### config.mk
export PLATFORM = sky130hd
export DESIGN_NAME = sha256_msg_padder_flat
export DESIGN_NICKNAME = d
export VERILOG_FILES = /design/src/rtl/sha256_msg_padder_if.sv /design/src/rtl/sha256_msg_padder.sv /design/src/flat_wrapper.sv
export SDC_FILE = /design/constraint.sdc
export NUM_CORES = 1
export LEC_CHECK = 0
export BUFFER_PORTS_ARGS = -buffer_cell sky130_fd_sc_hd__buf_2
export CAP_MARGIN = 20
export CORE_AREA = 5 5 416 418
export DETAILED_ROUTE_END_ITERATION = 16
export DIE_AREA = 0 0 421 423
export PLACE_DENSITY = 0.35
export SLEW_MARGIN = 20
export SYNTH_ARGS = -nofsm -noshare
export SYNTH_HDL_FRONTEND = slang
export SYNTH_SLANG_ARGS = --single-unit
### constraint.sdc
create_clock -name clk -period 8.4 [get_ports clk]
set_input_delay 0 -clock clk [delete_from_list [all_inputs] [get_ports clk]]
set_output_delay 0 -clock clk [all_outputs]
set_load 0.02 [all_outputs]
### src/rtl/sha256_msg_padder_if.sv
// Word stream into the SHA-256 padder: 32-bit big-endian message words with
// a last-word marker and a byte count for the final word.
interface sha256_msg_padder_if;
    logic        in_valid;
    logic        in_ready;
    logic [31:0] in_data;
    logic        in_last;
    logic [1:0]  in_bytes;

    modport master (output in_valid, in_data, in_last, in_bytes, input in_ready);
    modport slave  (input in_valid, in_data, in_last, in_bytes, output in_ready);
endinterface

### src/rtl/sha256_msg_padder.sv
// Builds padded 512-bit SHA-256 blocks from a word stream, drives the core's
// init/next handshake block by block and registers the final digest.
module sha256_msg_padder #(
    parameter int LEN_W = 64
) (
    input  logic                 clk,
    input  logic                 reset,
    sha256_msg_padder_if.slave   s,
    output logic                 core_init,
    output logic                 core_next,
    output logic [511:0]         core_block,
    input  logic                 core_ready,
    input  logic                 core_digest_valid,
    input  logic [255:0]         core_digest,
    output logic [255:0]         digest,
    output logic                 digest_valid,
    output logic                 busy
);
    typedef enum logic [2:0] {COLLECT, PAD, ISSUE, WAIT_ACK, WAIT, DONE} state_t;

    state_t           state_reg;
    state_t           ret_reg;
    logic [31:0]      buf_mem [16];
    logic [4:0]       wptr_reg;
    logic [LEN_W-1:0] len_reg;
    logic             cont_reg;     // set once a block of this message went out
    logic             marker_reg;   // 0x80 marker still owed after a full final word
    logic             rdy_en_reg;   // keeps in_ready low in the cycle right after reset

    logic             accept;
    logic [LEN_W-1:0] len_inc;
    logic [31:0]      final_word;
    logic [63:0]      len_field;

    assign s.in_ready = rdy_en_reg && (state_reg == COLLECT) && !wptr_reg[4];
    assign accept     = s.in_valid && s.in_ready;
    assign len_field  = 64'(len_reg);

    genvar gi;
    generate
        for (gi = 0; gi < 16; gi++) begin : g_block
            assign core_block[511-32*gi -: 32] = buf_mem[gi];
        end
    endgenerate

    always_comb begin
        len_inc = LEN_W'(32);
        if (s.in_last && s.in_bytes != 2'd0)
            len_inc = LEN_W'({s.in_bytes, 3'b000});
        case (s.in_bytes)
            2'd1:    final_word = {s.in_data[31:24], 8'h80, 16'h0000};
            2'd2:    final_word = {s.in_data[31:16], 8'h80, 8'h00};
            2'd3:    final_word = {s.in_data[31:8], 8'h80};
            default: final_word = s.in_data;
        endcase
    end

    always_ff @(posedge clk) begin
        if (reset) begin
            state_reg    <= COLLECT;
            ret_reg      <= COLLECT;
            wptr_reg     <= '0;
            len_reg      <= '0;
            cont_reg     <= 1'b0;
            marker_reg   <= 1'b0;
            rdy_en_reg   <= 1'b0;
            core_init    <= 1'b0;
            core_next    <= 1'b0;
            digest       <= '0;
            digest_valid <= 1'b0;
            busy         <= 1'b0;
            for (int i = 0; i < 16; i++) buf_mem[i] <= '0;
        end else begin
            rdy_en_reg <= 1'b1;
            core_init  <= 1'b0;
            core_next  <= 1'b0;
            case (state_reg)
                COLLECT: if (accept) begin
                    len_reg  <= len_reg + len_inc;
                    busy     <= 1'b1;
                    if (!busy) digest_valid <= 1'b0;
                    wptr_reg <= wptr_reg + 5'd1;
                    if (!s.in_last) begin
                        buf_mem[wptr_reg[3:0]] <= s.in_data;
                        if (wptr_reg == 5'd15) begin
                            state_reg <= ISSUE;
                            ret_reg   <= COLLECT;
                        end
                    end else begin
                        buf_mem[wptr_reg[3:0]] <= final_word;
                        marker_reg <= (s.in_bytes == 2'd0);
                        state_reg  <= PAD;
                    end
                end
                PAD: begin
                    // A full buffer goes out first; padding resumes at word 0.
                    if (wptr_reg[4]) begin
                        state_reg <= ISSUE;
                        ret_reg   <= PAD;
                    end else if (marker_reg) begin
                        buf_mem[wptr_reg[3:0]] <= 32'h8000_0000;
                        wptr_reg   <= wptr_reg + 5'd1;
                        marker_reg <= 1'b0;
                    end else if (wptr_reg == 5'd14) begin
                        buf_mem[14] <= len_field[63:32];
                        buf_mem[15] <= len_field[31:0];
                        wptr_reg    <= 5'd16;
                        state_reg   <= ISSUE;
                        ret_reg     <= DONE;
                    end else begin
                        buf_mem[wptr_reg[3:0]] <= 32'h0;
                        wptr_reg <= wptr_reg + 5'd1;
                    end
                end
                ISSUE: if (core_ready) begin
                    core_init <= !cont_reg;
                    core_next <= cont_reg;
                    cont_reg  <= 1'b1;
                    state_reg <= WAIT_ACK;
                end
                WAIT_ACK: state_reg <= WAIT;
                WAIT: if (core_ready && core_digest_valid) begin
                    wptr_reg  <= '0;
                    state_reg <= ret_reg;
                end
                DONE: begin
                    digest       <= core_digest;
                    digest_valid <= 1'b1;
                    busy         <= 1'b0;
                    len_reg      <= '0;
                    cont_reg     <= 1'b0;
                    state_reg    <= COLLECT;
                end
                default: state_reg <= COLLECT;
            endcase
        end
    end
endmodule

### src/flat_wrapper.sv
// flat-port wrapper written by rule: the top's interface ports become plain ports
module sha256_msg_padder_flat 
#(
    parameter int LEN_W = 64
)
  (clk, reset, core_init, core_next, core_block, core_ready, core_digest_valid, core_digest, digest, digest_valid, busy, s_in_valid, s_in_data, s_in_last, s_in_bytes, s_in_ready);
  sha256_msg_padder_if s_i ();
  input  logic clk;
  input  logic reset;
  output logic core_init;
  output logic core_next;
  output logic [511:0] core_block;
  input  logic core_ready;
  input  logic core_digest_valid;
  input  logic [255:0] core_digest;
  output logic [255:0] digest;
  output logic digest_valid;
  output logic busy;
  input wire logic [$bits(s_i.in_valid)-1:0] s_in_valid;
  input wire logic [$bits(s_i.in_data)-1:0] s_in_data;
  input wire logic [$bits(s_i.in_last)-1:0] s_in_last;
  input wire logic [$bits(s_i.in_bytes)-1:0] s_in_bytes;
  output wire logic [$bits(s_i.in_ready)-1:0] s_in_ready;
  assign s_i.in_valid = s_in_valid;
  assign s_i.in_data = s_in_data;
  assign s_i.in_last = s_in_last;
  assign s_i.in_bytes = s_in_bytes;
  assign s_in_ready = s_i.in_ready;
  sha256_msg_padder #(.LEN_W(LEN_W)) u_core (.clk(clk), .reset(reset), .s(s_i), .core_init(core_init), .core_next(core_next), .core_block(core_block), .core_ready(core_ready), .core_digest_valid(core_digest_valid), .core_digest(core_digest), .digest(digest), .digest_valid(digest_valid), .busy(busy));
endmodule
==> results of run 1 <==
[power groups by stage]
stage	clock network, W	logic [W]	registers, W
final	0.00451	0.000851	0.00461
after global routing	0.00483	0.000907	0.00462
after CTS	0.00466	0.000871	0.00462
after detailed placement	0	0.000734	0.00471
after global placement	0	0.000733	0.00471
after floorplan	0	0.000202	0.00478
[repair_timing]
item                      CTS  global route
resized for setup           0             0
hold endpoints to repair  495             5
hold buffers              397             2
setup buffers               0             0
[kinds of logic after synthesis]
| family | after synthesis | synth area share |
|---|---|---|
| simple gates | 1322 | 0.1738 |
| mux | 1 | 0.0003207 |
| xor+xnor | 33 | 0.009261 |
| buf+inv | 217 | 0.02634 |
| flops | 846 | 0.7069 |
| compound gates | 433 | 0.07914 |
| fa+ha+maj | 10 | 0.004250 |
[worst max-delay path, delay by kind of cell (launching register included)]
kind                   cells  cell delay [ns]
DFF                        1             0.62
buffers and inverters      5             3.08
and+or+nand+nor            2             0.65
AOI/OAI and AO/OA          1             0.18
[per-stage QoR]
step | instances | hold slack (ns) | instance area (um^2)
finish | 6589 | 0.07585 | 46400
global route | 6585 | 0.04356 | 46390
CTS | 6572 | 0.0002836 | 46290
detailed placement | 5982 | 0.2448 | 38940
global placement | 5982 | 0.2407 | 38940
floorplan | 2862 | 0.1360 | 31210
[Yosys cell counts, types with 2 or more instances]
cell type / number / area share
sky130_fd_sc_hd__a2111oi_4: 3 / 0.0026
sky130_fd_sc_hd__a21o_1: 4 / 0.00096
sky130_fd_sc_hd__a21oi_1: 304 / 0.049
sky130_fd_sc_hd__a22o_1: 25 / 0.0070
sky130_fd_sc_hd__a32o_1: 2 / 0.00064
sky130_fd_sc_hd__and2_1: 3 / 0.00060
sky130_fd_sc_hd__and3_1: 8 / 0.0016
sky130_fd_sc_hd__and4_1: 5 / 0.0014
sky130_fd_sc_hd__buf_1: 17 / 0.0020
sky130_fd_sc_hd__buf_2: 5 / 0.00080
sky130_fd_sc_hd__clkbuf_1: 174 / 0.021
sky130_fd_sc_hd__dfxtp_1: 334 / 0.21
sky130_fd_sc_hd__edfxtp_1: 512 / 0.49
sky130_fd_sc_hd__ha_1: 9 / 0.0036
sky130_fd_sc_hd__inv_1: 20 / 0.0024
sky130_fd_sc_hd__nand2_1: 655 / 0.079
sky130_fd_sc_hd__nand2b_1: 3 / 0.00060
sky130_fd_sc_hd__nand3_1: 33 / 0.0053
sky130_fd_sc_hd__nand4_1: 24 / 0.0048
sky130_fd_sc_hd__nand4_2: 3 / 0.0012
sky130_fd_sc_hd__nand4bb_1: 2 / 0.00072
sky130_fd_sc_hd__nor2_1: 505 / 0.061
sky130_fd_sc_hd__nor2b_1: 3 / 0.00060
sky130_fd_sc_hd__nor3_1: 13 / 0.0021
sky130_fd_sc_hd__nor4_1: 17 / 0.0034
sky130_fd_sc_hd__o211ai_1: 4 / 0.00096
sky130_fd_sc_hd__o21a_1: 4 / 0.00096
sky130_fd_sc_hd__o21ai_0: 54 / 0.0087
sky130_fd_sc_hd__o21ai_1: 3 / 0.00048
sky130_fd_sc_hd__o31ai_1: 13 / 0.0031
sky130_fd_sc_hd__o41ai_1: 4 / 0.0011
sky130_fd_sc_hd__or3_1: 16 / 0.0032
sky130_fd_sc_hd__or4_1: 19 / 0.0046
sky130_fd_sc_hd__or4b_1: 2 / 0.00064
sky130_fd_sc_hd__xnor2_1: 16 / 0.0045
sky130_fd_sc_hd__xor2_1: 17 / 0.0048
[routing by layer]
metal | GRT usage | vias up
met1 | 0.1901 | 13310
li1 | - | 12650
met5 | 0 | -
met2 | 0.3329 | 978
met3 | 0.03872 | 229
met4 | 0.07720 | 8
[worst max path at each step]
stage / endpoint / slack (ns) / cells after the start / start
3_5_place_dp: u_core.buf_mem[0][18] / 3.90 / 5 / u_core.state_reg[0]
4_1_cts: u_core.digest[110] / 3.52 / 8 / u_core.state_reg[1]
2_1_floorplan: u_core.buf_mem[12][0] / 5.17 / 7 / u_core.wptr_reg[4]
3_3_place_gp: u_core.buf_mem[0][18] / 3.94 / 5 / u_core.state_reg[0]
5_1_grt: u_core.digest[166] / 3.18 / 8 / u_core.state_reg[1]
6_report: u_core.digest[181] / 3.57 / 8 / u_core.state_reg[1]
[cell type report]
cell class | instances | area, um^2 | area share
Sequential cell | 846 | 22060 | 0.4755
Timing Repair Buffer | 1501 | 9652 | 0.2080
Multi-Input combinational cell | 1799 | 8431 | 0.1817
Clock buffer | 148 | 2880 | 0.06208
Tap cell | 2218 | 2775 | 0.05981
Clock inverter | 45 | 495.5 | 0.01068
Inverter | 20 | 75.07 | 0.001618
Antenna cell | 12 | 30.03 | 0.0006472
==> results.txt, run 1 <==
Share of the clock period used by the worst path after layout: 0.5746
Hold Crit Start: core_digest[12]
Worst Reg-to-Reg Cells: 8
Peak ir drop on the vdd network: 136.7 uV
Share of cells above drive strength 1: 0.2978
Worst r2r dst: u_core.digest[181]
Arrival time of the worst setup path: 5.48 ns
Cell area after synthesis: 31,210 um^2
Detailed-routed wire length on met2: 87,000 um
Worst min-delay path endpoint: u_core.digest[12]
Number of top-level pins: 1,069
Overall die area: 178,100 um^2
Static power due to leakage: 18.90 nW
Final slew viol count: 0
Clock power frac: 0.452
Clock-pin slew on the worst setup and hold paths: 0.06 ns
Total clock buffers created by CTS: 106
Global route overflow: 0
Overall die width: 421 um
Number of global-route vias before repair: 28,110
Placement row count: 151
Top layer in use: met5
Via count normalized by instance count: 4.124
Critical path cell sequence: inv_1, nand3_4, buf_4, buf_4, buf_4, nand2_1, a21oi_1, dlygate4sd3_1
Sequential cell fraction of total power: 0.462
Switching share of total power: 0.2577
Outcome: completed
Filler cells: 17,980
Actual slew at the worst max-slew pin: 1.176 ns
Maximum level of the CTS H-tree: 3
Internal reg-to-reg setup slack: 3.57 ns
Remaining antenna violation count after routing: 0
Final-stage net count: 4,580
Number of search-and-repair iterations in the first detailed-routing pass: 5
Antenna violations before repair: 21
Post-synthesis register bit count: 846
Average wire length per cell after detail routing: 25.02 um
CORE AREA: 168,700 um^2
Most frequent cells in the layout: sky130_fd_sc_hd__buf_2 (1,067), sky130_fd_sc_hd__nand2_1 (626), sky130_fd_sc_hd__edfxtp_1 (512), sky130_fd_sc_hd__nor2_1 (504), sky130_fd_sc_hd__dlygate4sd3_1 (399)
Count of flip-flops with a built-in enable after synthesis: 512
Critical path required time: 9.06 ns
Max Clk Rate: 207.2 MHz
Global placement routability congestion: 0.8186
Final critical-path setup slack: 3.573 ns
Wirelength, routed: 164,800 um
Maximum number of pins on one net before global-route repair: 121
Total of max-cap violations: 0
Cell Int Power: 0.007405 W
Count of endpoints failing hold in the final timing report: 0
Wire length on met3: 9123 um
Root Buffer: sky130_fd_sc_hd__clkbuf_16
Unrepaired setup endpoints after global routing: no
Fraction of registers with async set/reset: 0
Number of clock sinks seen by CTS: 846
Crit Path Class: reg -> reg
Yosys Warn Count: 0
TritonCTS clock tree: built
Switching power of the nets: 0.002571 W
Path class of the lowest-slack min-delay path: in -> reg
Iteration-0 DRC count of the detailed router: 1,659
Largest stage delay on the critical path: 0.85 ns
Primary flip-flop cell chosen by synthesis mapping: sky130_fd_sc_hd__edfxtp_1
Comb pwr share: 0.085
Height of the die: 423 um
Maximum clock insertion buffer count: 3
PD cells: 215.0 nW/um^2
Final-layout setup total negative slack: 0 ns
Worst max-slew margin expressed relative to the limit: 0.2142
Number of buffers added on ports: 1,068
Wire length of the first global-routing pass: 225,800 um
DR vias: 27,170
Worst hold path stage count: 4
Wire length the detailed router placed on met1: 60,970 um
Final min period: 4.827 ns
Critical path's slowest cell: sky130_fd_sc_hd__buf_4
Net count after synthesis: 3,168
Register bank with the most flops: u_core.buf_mem
Syn Area/Cell: 10.90 um^2
Total Power Consumption: 0.009977 W
Area Overhead vs Synth: 48.67%
Starting Density: 0.1850
Critical Path Fanout Max: 88
Pre-CTS setup slack: 3.902 ns
Setup-failing EPs final: 0
Source-to-sink clock delay at the later pin of the worst-skew pair: 0.72 ns
Hpwl dp: 121,100 um
Critical Path Source Type: register
Post-synthesis cell type count: 63
Max FFs per register: 512
Most common cell on crit path: sky130_fd_sc_hd__buf_4
Tot GR Track Use: 0.1772
Worst reg2reg path startpoint: u_core.state_reg[1]
Instance count of the mapped netlist: 2,862
Critical Path End Type: register
Most common library cell in the layout ignoring fill and taps: sky130_fd_sc_hd__buf_2
DRC Markers: 0
Share of synthesized area occupied by flip-flops and latches: 0.7069
Fin Clk Skew: 0.03837 ns
Post-layout util: 0.2750
Power figures use the tool's default switching activity.
==> run 2, diff against run 1 <==
--- a/config.mk
+++ b/config.mk
@@ -5,12 +5,13 @@
 export SDC_FILE = /design/constraint.sdc
 export NUM_CORES = 1
 export LEC_CHECK = 0
+export ABC_AREA = 1
 export BUFFER_PORTS_ARGS = -buffer_cell sky130_fd_sc_hd__buf_2
 export CAP_MARGIN = 20
-export CORE_AREA = 5 5 416 418
+export CORE_AREA = 5 5 412 414
 export DETAILED_ROUTE_END_ITERATION = 16
-export DIE_AREA = 0 0 421 423
-export PLACE_DENSITY = 0.35
+export DIE_AREA = 0 0 417 419
+export PLACE_DENSITY = 0.36
 export SLEW_MARGIN = 20
 export SYNTH_ARGS = -nofsm -noshare
 export SYNTH_HDL_FRONTEND = slang
==> constraint.sdc (replaced) <==
create_clock -name clk -period 5 [get_ports clk]
set_input_delay 0 -clock clk [delete_from_list [all_inputs] [get_ports clk]]
set_output_delay 0 -clock clk [all_outputs]
set_load 0.02 [all_outputs]
==> run 2 against run 1 <==
Non-clock buffer count down 93. Wire length up 2.7%. Power increased by 75%. Sequential power increased by 68%. Largest cell class unchanged. Worst setup slack lost 2.2 ns.
==> results.txt, run 2 <==
Final-layout setup total negative slack: 0 ns (unchanged)
Fraction of registers with async set/reset: 0 (unchanged)
Crit Path Class: reg -> reg
Area Overhead vs Synth: 42.84%
Final hold slack: 0.06287 ns (-0.01298 ns)
Critical Path Source Type: register
Post-CTS Setup Repair Bufs: 0 (unchanged)
Number of buffers added on ports: 1,068 (unchanged)
PD cells: 376.7 nW/um^2 (+75%)
Register bank with the most flops: u_core.buf_mem
Height of the die: 419 um (-0.95%)
Count of flip-flops with a built-in enable after synthesis: 512 (unchanged)
Share of cells above drive strength 1: 0.2943 (-0.003515)
Total of max-cap violations: 0 (unchanged)
Global placement routability congestion: 0.8847 (+8.1%)
Source-to-sink clock delay at the later pin of the worst-skew pair: 0.73 ns (about the same)
Dominant cells by area after synthesis: sky130_fd_sc_hd__edfxtp_1 (47%), sky130_fd_sc_hd__dfxtp_1 (21%), sky130_fd_sc_hd__nor2_1 (7.1%)
Critical path's slowest cell: sky130_fd_sc_hd__nand2_2
Count of endpoints failing hold in the final timing report: 0 (unchanged)
Maximum number of pins on one net before global-route repair: 230 (+90%)
Post-synthesis register bit count: 846 (unchanged)
Most frequent cells in the layout: sky130_fd_sc_hd__buf_2 (1,068), sky130_fd_sc_hd__nor2_1 (611), sky130_fd_sc_hd__edfxtp_1 (512), sky130_fd_sc_hd__inv_1 (364), sky130_fd_sc_hd__dfxtp_1 (334)
Worst min-delay path endpoint: u_core.buf_mem[12][25]
Share of the clock period used by the worst path after layout: 0.7165 (+0.1419)
Peak ir drop on the vdd network: 247.5 uV (+81%)
Syn Area/Cell: 10.37 um^2 (-4.9%)
Critical Path End Type: register
Primary flip-flop cell chosen by synthesis mapping: sky130_fd_sc_hd__edfxtp_1
Most common library cells after synthesis: sky130_fd_sc_hd__nor2_1 (611), sky130_fd_sc_hd__edfxtp_1 (512), sky130_fd_sc_hd__inv_1 (366)
Wire length of the first global-routing pass: 228,800 um (+1.4%)
Unrepaired setup endpoints after global routing: no
Iteration-0 DRC count of the detailed router: 1,836 (+11%)
Post-layout util: 0.2798 (+0.004780)
Worst r2r dst: u_core.buf_mem[11][6]
Pre-CTS setup slack: 1.272 ns (-2.630 ns)
Max FFs per register: 512 (unchanged)
Critical path required time: 5.38 ns (-3.68 ns)
Most repeated cell in the gate-level netlist after synthesis: sky130_fd_sc_hd__nor2_1
Hold Crit Start: s_in_data[25]
Overall die width: 417 um (-0.95%)
Setup-failing EPs final: 0 (unchanged)
Final slew viol count: 0 (unchanged)
Static power due to leakage: 19.33 nW (+2.3%)
Internal reg-to-reg setup slack: 1.42 ns (-2.16 ns)
Via count normalized by instance count: 4.129 (+0.12%)
Wirelength, routed: 169,200 um (+2.7%)
Yosys top cell area share: 0.4731 (-0.01954)
Worst hold path stage count: 3 (-1)
Placed inst area: 40,040 um^2 (+2.8%)
Critical path cell sequence: inv_1, ha_1, inv_2, nor2_2, inv_2, nor2_8, nor2_4, nor2_8, inv_6, nand3_4, nand2_2, buf_4
Placement row count: 150 (-0.66%)
Path class of the lowest-slack min-delay path: in -> reg
Total clock buffers created by CTS: 103 (-2.8%)
Dominant cell type by area after synthesis: sky130_fd_sc_hd__edfxtp_1
Worst max-slew margin expressed relative to the limit: 0.2654 (+0.05120)
Critical Path Fanout Max: 33 (-63%)
Antenna violations before repair: 25 (+19%)
Overall die area: 174,700 um^2 (-1.9%)
Cell area after layout: 46,420 um^2 (about the same)
Root Buffer: sky130_fd_sc_hd__clkbuf_16
Instance count of the mapped netlist: 3,133 (+9.5%)
Maximum level of the CTS H-tree: 3 (unchanged)
Hpwl dp: 128,800 um (+6.4%)
Global route overflow: 0 (unchanged)
Number of global-route vias before repair: 28,050 (-0.21%)
Net count after synthesis: 3,439 (+8.6%)
Most common library cell in the layout ignoring fill and taps: sky130_fd_sc_hd__buf_2
DRC Markers: 0 (unchanged)
Maximum clock insertion buffer count: 3 (unchanged)
TritonCTS clock tree: built
Worst Reg-to-Reg Cells: 12 (+4)
Outcome: completed
Tot GR Track Use: 0.1850 (+0.007749)
Final critical-path setup slack: 1.418 ns (-2.156 ns)
Number of clock sinks seen by CTS: 846 (unchanged)
Clock-pin slew on the worst setup and hold paths: 0.06 ns (about the same)
Remaining antenna violation count after routing: 0 (unchanged)
Starting Density: 0.1959 (+0.01090)
Average wire length per cell after detail routing: 25.01 um (about the same)
DR vias: 27,940 (+2.8%)
Post-synthesis cell type count: 40 (-37%)
CORE AREA: 165,900 um^2 (-1.7%)
Sequential cell area: 22,060 um^2 (unchanged)
Share of synthesized area occupied by flip-flops and latches: 0.6789 (-0.02803)
Largest stage delay on the critical path: 0.61 ns (-0.24 ns)
Cell area after synthesis: 32,500 um^2 (+4.1%)
Number of search-and-repair iterations in the first detailed-routing pass: 5 (unchanged)
Final min period: 3.582 ns (-1.244 ns)
Worst reg2reg path startpoint: u_core.wptr_reg[0]
Filler cells: 17,780 (-1.1%)
Max Clk Rate: 279.1 MHz (+35%)
Actual slew at the worst max-slew pin: 1.102 ns (-0.07395 ns)
Yosys Warn Count: 0 (unchanged)
Number of top-level pins: 1,069 (unchanged)
Arrival time of the worst setup path: 3.97 ns (-1.51 ns)
Final-stage net count: 4,767 (+4.1%)
Area of combinational cells with multiple inputs: 8085 um^2 (-4.1%)
Fin Clk Skew: 0.03978 ns (+0.001406 ns)
run 2: what timing repair did:
item	in CTS	in global routing
hold buffers	294	0
resized for setup	0	0
endpoints found under the hold margin	595	0
run 2: per-stage QoR:
step	power, W	cells
2_1_floorplan	0.008848	3133
3_3_place_gp	0.009843	6265
3_5_place_dp	0.009840	6266
4_1_cts	0.01780	6751
5_1_grt	0.01816	6760
6_report	0.01749	6767
run 2: worst max-delay path by stage:
stage / depth (start not counted) / slack [ns] / start / to
floorplan: 12 / 2.10 / u_core.wptr_reg[0] / u_core.buf_mem[11][0]
global placement: 8 / 1.28 / reset / u_core.buf_mem[7][14]
detailed placement: 8 / 1.27 / reset / u_core.buf_mem[7][14]
CTS: 11 / 1.26 / u_core.wptr_reg[0] / u_core.buf_mem[7][8]
global route: 12 / 1.18 / u_core.wptr_reg[0] / u_core.buf_mem[11][6]
finish: 12 / 1.42 / u_core.wptr_reg[0] / u_core.buf_mem[11][6]
run 2: logic make-up (layout without fill, tap and decap cells):
family | after synthesis | count (layout) | synth area share
adders and majority gates | 10 | 10 | 0.004081
DFF | 846 | 846 | 0.6789
AOI/OAI and AO/OA | 653 | 653 | 0.1019
other | 0 | 16 | 0
xor gates and xnor gates | 2 | 2 | 0.0005391
buffers and inverters | 561 | 1975 | 0.07392
and+or+nand+nor | 1061 | 1061 | 0.1407
run 2: critical path, delay by kind of cell, from the launching register on:
family        cells  cell delay, ns
simple gates      6            1.60
buf+inv           5            0.87
flops             1            0.35
fa+ha+maj         1            0.33
run 2: routing by layer:
layer	GRT usage	wire length (um)	vias to the layer above
li1	-	-	13070
met1	0.2025	62470	13650
met2	0.3494	90400	970
met3	0.03731	9426	233
met4	0.07041	6869	12
met5	0	63	-
run 2: final cells by class:
type                       count  share of cell area
antenna                       16           0.0008625
clock buffer                 138             0.06086
clock inverter                53             0.01226
inverter                     376             0.03067
multi-input combinational   1726              0.1742
sequential                   846              0.4752
tap                         2204             0.05941
timing repair buffer        1408              0.1865
run 2: power breakdown:
part | leakage [nW] | switching (W) | total, W | internal, W
logic | 9.69 | 0.00149 | 0.00207 | 0.000579
registers | 7.98 | 0.000117 | 0.00776 | 0.00764
clock network | 1.66 | 0.00326 | 0.00766 | 0.00440
total | 19.3 | 0.00486 | 0.0175 | 0.0126
